===== src/rtl/cbit_frame_loader_icc.sv =====
// Serial frame loader: shifts NBITS config bits in and commits them atomically to cbit/cbitb.
// Optional even-parity stage on each frame is enabled by defining CFG_PARITY_CHECK_EN.
module cbit_frame_loader_icc #(
  parameter int NBITS = 6
) (
  input  logic             i_clk,
  input  logic             i_rst,
  input  logic             i_start,
  input  logic             i_sdi,
  input  logic             i_sdi_valid,
  output logic             o_sdi_ready,
  output logic             o_sdo,
  output logic [NBITS-1:0] o_cbit,
  output logic [NBITS-1:0] o_cbitb,
  output logic             o_prog,
  output logic             o_done,
  output logic             o_err
);

  localparam int CW = $clog2(NBITS + 1);
  localparam logic [CW-1:0] LAST_BIT = CW'(NBITS - 1);

  typedef enum logic [2:0] {IDLE, SHIFT, CHECK, COMMIT, ERROR} state_t;

  state_t           r_state;
  logic [NBITS-1:0] r_shift_reg;
  logic [CW-1:0]    r_bit_cnt;
  logic [NBITS-1:0] r_cbit;
  logic             r_prog;
  logic             r_done;
  logic             r_sdi_ready;
  logic             w_xfer;
`ifdef CFG_PARITY_CHECK_EN
  logic             r_err;
`endif

  assign w_xfer = i_sdi_valid & r_sdi_ready;

  always_ff @(posedge i_clk or posedge i_rst) begin
    if (i_rst) begin
      r_state     <= IDLE;
      r_shift_reg <= '0;
      r_bit_cnt   <= '0;
      r_cbit      <= '0;
      r_prog      <= 1'b1;
      r_done      <= 1'b0;
      r_sdi_ready <= 1'b0;
`ifdef CFG_PARITY_CHECK_EN
      r_err       <= 1'b0;
`endif
    end else begin
      r_done <= 1'b0;
      case (r_state)
        IDLE: begin
          if (i_start) begin
            r_state     <= SHIFT;
            r_bit_cnt   <= '0;
            r_prog      <= 1'b1;
            r_sdi_ready <= 1'b1;
`ifdef CFG_PARITY_CHECK_EN
            r_err       <= 1'b0;
`endif
          end
        end
        SHIFT: begin
          // start has priority over a bit offered in the same cycle
          if (i_start) begin
            r_bit_cnt <= '0;
          end else if (w_xfer) begin
            r_shift_reg <= {r_shift_reg[NBITS-2:0], i_sdi};
            r_bit_cnt   <= r_bit_cnt + CW'(1);
            if (r_bit_cnt == LAST_BIT) begin
`ifdef CFG_PARITY_CHECK_EN
              r_state     <= CHECK;
`else
              r_state     <= COMMIT;
              r_sdi_ready <= 1'b0;
`endif
            end
          end
        end
`ifdef CFG_PARITY_CHECK_EN
        CHECK: begin
          if (i_start) begin
            r_state   <= SHIFT;
            r_bit_cnt <= '0;
            r_err     <= 1'b0;
          end else if (w_xfer) begin
            r_sdi_ready <= 1'b0;
            if ((^r_shift_reg ^ i_sdi) == 1'b0) begin
              r_state <= COMMIT;
            end else begin
              r_state <= ERROR;
              r_err   <= 1'b1;
            end
          end
        end
        ERROR: begin
          if (i_start) begin
            r_state     <= SHIFT;
            r_bit_cnt   <= '0;
            r_err       <= 1'b0;
            r_sdi_ready <= 1'b1;
          end
        end
`endif
        COMMIT: begin
          r_cbit      <= r_shift_reg;
          r_prog      <= 1'b0;
          r_done      <= 1'b1;
          r_sdi_ready <= 1'b0;
          r_state     <= IDLE;
        end
        default: begin
          r_state     <= IDLE;
          r_sdi_ready <= 1'b0;
        end
      endcase
    end
  end

  // cbitb is derived from the same register so it can never disagree with cbit
  assign o_cbit      = r_cbit;
  assign o_cbitb     = ~r_cbit;
  assign o_sdo       = r_shift_reg[NBITS-1];
  assign o_prog      = r_prog;
  assign o_done      = r_done;
  assign o_sdi_ready = r_sdi_ready;
`ifdef CFG_PARITY_CHECK_EN
  assign o_err       = r_err;
`else
  assign o_err       = 1'b0;
`endif

endmodule


===== config.mk =====
export PLATFORM = sky130hd
export DESIGN_NAME = cbit_frame_loader_icc
export DESIGN_NICKNAME = d
export VERILOG_FILES = /design/src/rtl/cbit_frame_loader_icc.sv
export SDC_FILE = /design/constraint.sdc
export NUM_CORES = 1
export LEC_CHECK = 0
export BUFFER_PORTS_ARGS = -buffer_cell sky130_fd_sc_hd__buf_2
export CORE_MARGIN = 8
export CORE_UTILIZATION = 33
export CTS_BUF_LIST = sky130_fd_sc_hd__clkbuf_16
export CTS_CLUSTER_DIAMETER = 120
export CTS_CLUSTER_SIZE = 40
export DETAILED_ROUTE_END_ITERATION = 16
export GPL_TIMING_DRIVEN = 0
export HOLD_SLACK_MARGIN = 0.08
export PLACE_DENSITY = 0.54
export SLEW_MARGIN = 0
export SYNTH_ARGS = -nofsm -noshare
export SYNTH_HDL_FRONTEND = slang
export SYNTH_SLANG_ARGS = --single-unit

===== constraint.sdc =====
create_clock -name i_clk -period 2.3 [get_ports i_clk]
set_clock_uncertainty 0.05 [all_clocks]
set_input_delay 0.115 -clock i_clk [delete_from_list [all_inputs] [get_ports i_clk]]
set_output_delay 0.115 -clock i_clk [all_outputs]
set_load 0.02 [all_outputs]

# Word level (Yosys, flattened, before mapping)

Cells that the tools add are included.

Add/sub/neg operators: 1
Equality and inequality tests: 8
Mux-type cells: 16
Bitwise operators: 3
Reduce and logical (&&, ||, !) cells: 7

Operators with widths:

| cell                  | count |
|---|---|
| $mux W3               | 7 |
| $pmux W3 S2           | 2 |
| $ne A2 B2 Y1 const B  | 4 |
| $not A6 Y6            | 1 |
| $reduce_and A3 Y1     | 2 |
| $mux W1               | 5 |
| $pmux W1 S2           | 2 |
| $reduce_and A4 Y1     | 1 |
| $reduce_bool A2 Y1    | 2 |
| $add A3 B1 Y3 const B | 1 |
| $eq A3 B1 Y1 const B  | 1 |
| $eq A3 B2 Y1 const B  | 1 |
| $eq A3 B3 Y1 const B  | 1 |
| $logic_not A3 Y1      | 1 |
| $ne A3 B3 Y1 const B  | 1 |
| $reduce_and A2 Y1     | 1 |
| $and A1 B1 Y1         | 1 |
| $not A1 Y1            | 1 |

Flip-flop bits (word level): 21
Input bits: 5
Word-level logic and storage cells: 42

# Depth between registers and ports, before layout

Depth after elaboration: 5
Mapped depth: 5

# Least setup slack after synthesis

No wires, ideal clock.

Path kind: reg-to-reg
From: register r_sdi_ready (netlist: o_sdi_ready)
To: register r_shift_reg[0]
Setup time: 125 ps
Data arrival time: 1394 ps
Slack: 731 ps
Stages on the path, launching flop included: 5
Buffers on the path: 1
Clock period less this slack: 1569 ps
Cell sequence: dfrtp_1 nand3_2 or3_1 buf_6 mux2_4

Word-level cells in the longest chain between the ends: 2

RTL lines:

| item                               | RTL line | text |
|---|---|---|
| from (decl)                        | 31       | `logic r_sdi_ready;` |
| from (signal assigned)             | 47       | `r_sdi_ready <= 1'b0;` |
| from (signal assigned)             | 59       | `r_sdi_ready <= 1'b1;` |
| from (signal assigned)             | 77       | `r_sdi_ready <= 1'b0;` |
| $and A1 B1 Y1                      | 37       | `assign w_xfer = i_sdi_valid & r_sdi_ready;` |
| $reduce_and A3 Y1 (no source line) | --       |  |
| to (signal assigned)               | 70       | `r_shift_reg <= {r_shift_reg[NBITS-2:0], i_sdi};` |
| to (decl)                          | 26       | `logic [NBITS-1:0] r_shift_reg;` |

Every way passes these cells.
A chain may end at the register's enable or synchronous reset.

# Worst setup path in the final report

From: register r_state[1]
To: register r_shift_reg[3]

Word-level cells in the longest chain between the ends: 2

RTL lines:

| item                               | RTL line | text |
|---|---|---|
| from (decl)                        | 25       | `state_t r_state;` |
| from (signal assigned)             | 41       | `r_state <= IDLE;` |
| from (signal assigned)             | 56       | `r_state <= SHIFT;` |
| from (signal assigned)             | 76       | `r_state <= COMMIT;` |
| $eq A3 B1 Y1                       | 53       | `case (r_state)` |
| $reduce_and A3 Y1 (no source line) | --       |  |

Every way passes these cells.

==> results.md <==
* Status: complete, no violations
* Number of inserted diodes at 0
* Synth warnings at 0
* Vias in the first global route at 663
* Setup tns final at 0 ps
* Net Switching at 0.000237 W
* DR WL/cell at 13.8 microns
* Final hold vios at 0
* Max-Cap Viols at 0
* Top cells by area, synth: dfrtp_1 53%, mux2_4 10%, inv_1 4.2%
* Worst path arrival time at 1600 ps
* Power after layout at 0.00108 W
* Internal at 0.000839 W
* Num rows at 19
* Fin util at 0.436
* Net Count, Synth at 87
* Distinct cells, synth at 26
* CTS Buffer Depth at 2
* First-pass GRT wire length at 3.00 mm
* H-tree depth at 1
* Max VDD drop at 654 uV
* Min-Delay Path Class: input port to register
* Tmin final at 1520 ps
* Vias at 650
* Final setup viols at 0
* Placed Area at 0.00103 sq mm
* Combinational share of power at 0.132
* Drt pass-1 iters at 4
* Period utilisation layout at 0.659
* CTS buffer count at 3
* Worst-path clk slew at 60 ps
* Vias/cell at 4.74
* Fmax at 660 MHz
* Final HPWL DP at 1.39 mm
* Flop pwr share at 0.422
* Area leader, netlist: dfrtp_1
* Final slew viol count at 0
* Drt initial violations at 7
* Crit path required time at 2390 ps
* Share of layout cells above drive strength 1 at 0.330
* Port Buf Inserts at 20
* Slew headroom at 0.502
* Lkg Pwr at 0.581 nW
* Synthesized instance count at 80
* Post-CTS Setup Bufs at 0
* Crit-path max cell delay at 390 ps
* Pwr dens at 927 mW/mm^2
* Die area at 0.00464 sq mm
* Switch share at 0.220
* Tot GR Track Use at 0.0898
* Post-route ant nets at 0
* CTS tree: yes
* Skew-Pair Late Insertion Delay at 250 ps
* Register area share after synthesis at 0.560
* Starting Density at 0.336
* RSZ-0062 raised after global routing: no
* Top cell type's share of synthesized area at 0.531
* Layout area overhead at 29.5%
* Syn Std Cell Area at 896 sq um
* Io pins at 22
* Initial antenna violation count at 0
* Total grt overflow at 0
* Clock power share at 0.447
* Largest net degree at the start of global routing at 21
* Critical path buffer and inverter count at 2
* CP Class: register to register
* Syn_area_per_cell at 11.2 sq um
* Core Box Area at 0.00266 sq mm
* CP top delay family: simple AND/OR/NAND/NOR gates
* CP Cell Sequence: buf_2, or3_1, buf_6, mux2_4
* CP startpoint kind: register
* Fill count at 270
* #FFs+latches synth at 20
* Placed Cells at 131
* Worst slew pin tran at 746 ps
* CP max FO at 9
* WL final at 1.89 mm
* Non-Filler Instances at 137
* Drt drc at 0
* GPL Wtd Cong at 0.717
* Final Instance Area at 0.00116 sq mm
* CTS root buffer: clkbuf_16
* Die height at 68.1 microns
* CP max stage cell: or3_1
* Die W at 68.1 microns
* CP Capture Type: register
* # nets final at 114
* Clk sink count at 20
[cells in the mapped netlist]
library cell  number
buf_6              1
inv_1             10
dfstp_2            1
nand4_1            1
o41ai_1            1
nor2b_1            2
a31oi_1            1
buf_2              1
nand3b_1           1
nor3_1             2
mux2_4             6
ha_1               2
dfrtp_1           19
a221o_1            2
o21ai_0            7
buf_4              1
nor2_1             3
nand3_2            1
nand3_1            6
or3_1              1
clkbuf_1           3
nand2_1            2
o2bb2ai_1          1
conb_1             1
a21oi_1            2
nor4_1             2
[what timing repair did]
item                      4_1_cts  5_1_grt
hold endpoints to repair       20        0
hold buffers                    2        0
gates resized for setup         0        0
[cell usage in the layout (no fill, tap or decap), types with 2 or more instances in the layout]
cell type / n
buf_2: 21
dfrtp_1: 19
inv_1: 10
o21ai_0: 7
nand3_1: 6
mux2_4: 6
clkbuf_1: 3
nor2_1: 3
clkbuf_16: 3
nand2_1: 2
nor2b_1: 2
nor4_1: 2
a221o_1: 2
nor3_1: 2
a21oi_1: 2
ha_1: 2
dlygate4sd3_1: 2
[worst min-delay path, delay by kind of cell]
family	cells	cell delay, ps
and+or+nand+nor	2	170
buffers and inverters	1	120
[path summary, 6_finish.rpt]
path / endpoint / cells after the start / from / slack, ps
worst max-delay path: r_shift_reg[3] / 4 / r_state[1] / 780
worst min register to register: o_prog / 1 / o_prog / 440
max in group asynchronous: r_bit_cnt[1] / 3 / i_rst / 1250
worst min-delay path: r_state[1] / 3 / i_sdi_valid / 140
min in group asynchronous: o_done / 3 / i_rst / 480
worst max register to register: r_shift_reg[3] / 4 / r_state[1] / 780
[cell type report]
| class | count | area [sq um] | area share |
|---|---|---|---|
| Sequential cell | 20 | 502 | 0.433 |
| Multi-Input combinational cell | 44 | 322 | 0.277 |
| Timing Repair Buffer | 22 | 120 | 0.104 |
| Clock buffer | 3 | 75.1 | 0.0647 |
| Tap cell | 31 | 38.8 | 0.0334 |
| Inverter | 10 | 37.5 | 0.0324 |
| Buffer | 6 | 35.0 | 0.0302 |
| Clock inverter | 1 | 30.0 | 0.0259 |
[per-stage QoR]
stage / setup slack [ps] / hold WS (ps)
6_report: 784 / 137
5_1_grt: 723 / 173
3_5_place_dp: 784 / 247
2_1_floorplan: 731 / 28.1
3_3_place_gp: 804 / 239
4_1_cts: 779 / 133
[layer usage]
metal	part of all wire	track usage	vias to the layer above	wire [microns]
met5	0	0	-	0
met4	0.027	0.0691	0	51
met3	0.084	0.0311	4	159
met2	0.45	0.141	18	860
met1	0.43	0.0981	307	820
li1	-	-	321	-
[kinds of logic (layout without fill, tap and decap cells)]
kind of cell,after synthesis,after routing,share of synthesized area
AOI/OAI and AO/OA,14,14,0.0992
DFF,20,20,0.560
adders and majority gates,2,2,0.0279
and+or+nand+nor,21,21,0.127
other,1,1,0.00419
muxes,6,6,0.101
buffers and inverters,16,42,0.0810
[power groups by stage]
stage	clock, W	combinational [W]	sequential, W
CTS	0.000493	0.000145	0.000455
global placement	0	0.000138	0.000458
finish	0.000480	0.000142	0.000454
floorplan	0	0.0000962	0.000461
global route	0.000500	0.000153	0.000461
detailed placement	0	0.000142	0.000460
Power figures use the tool's default switching activity.
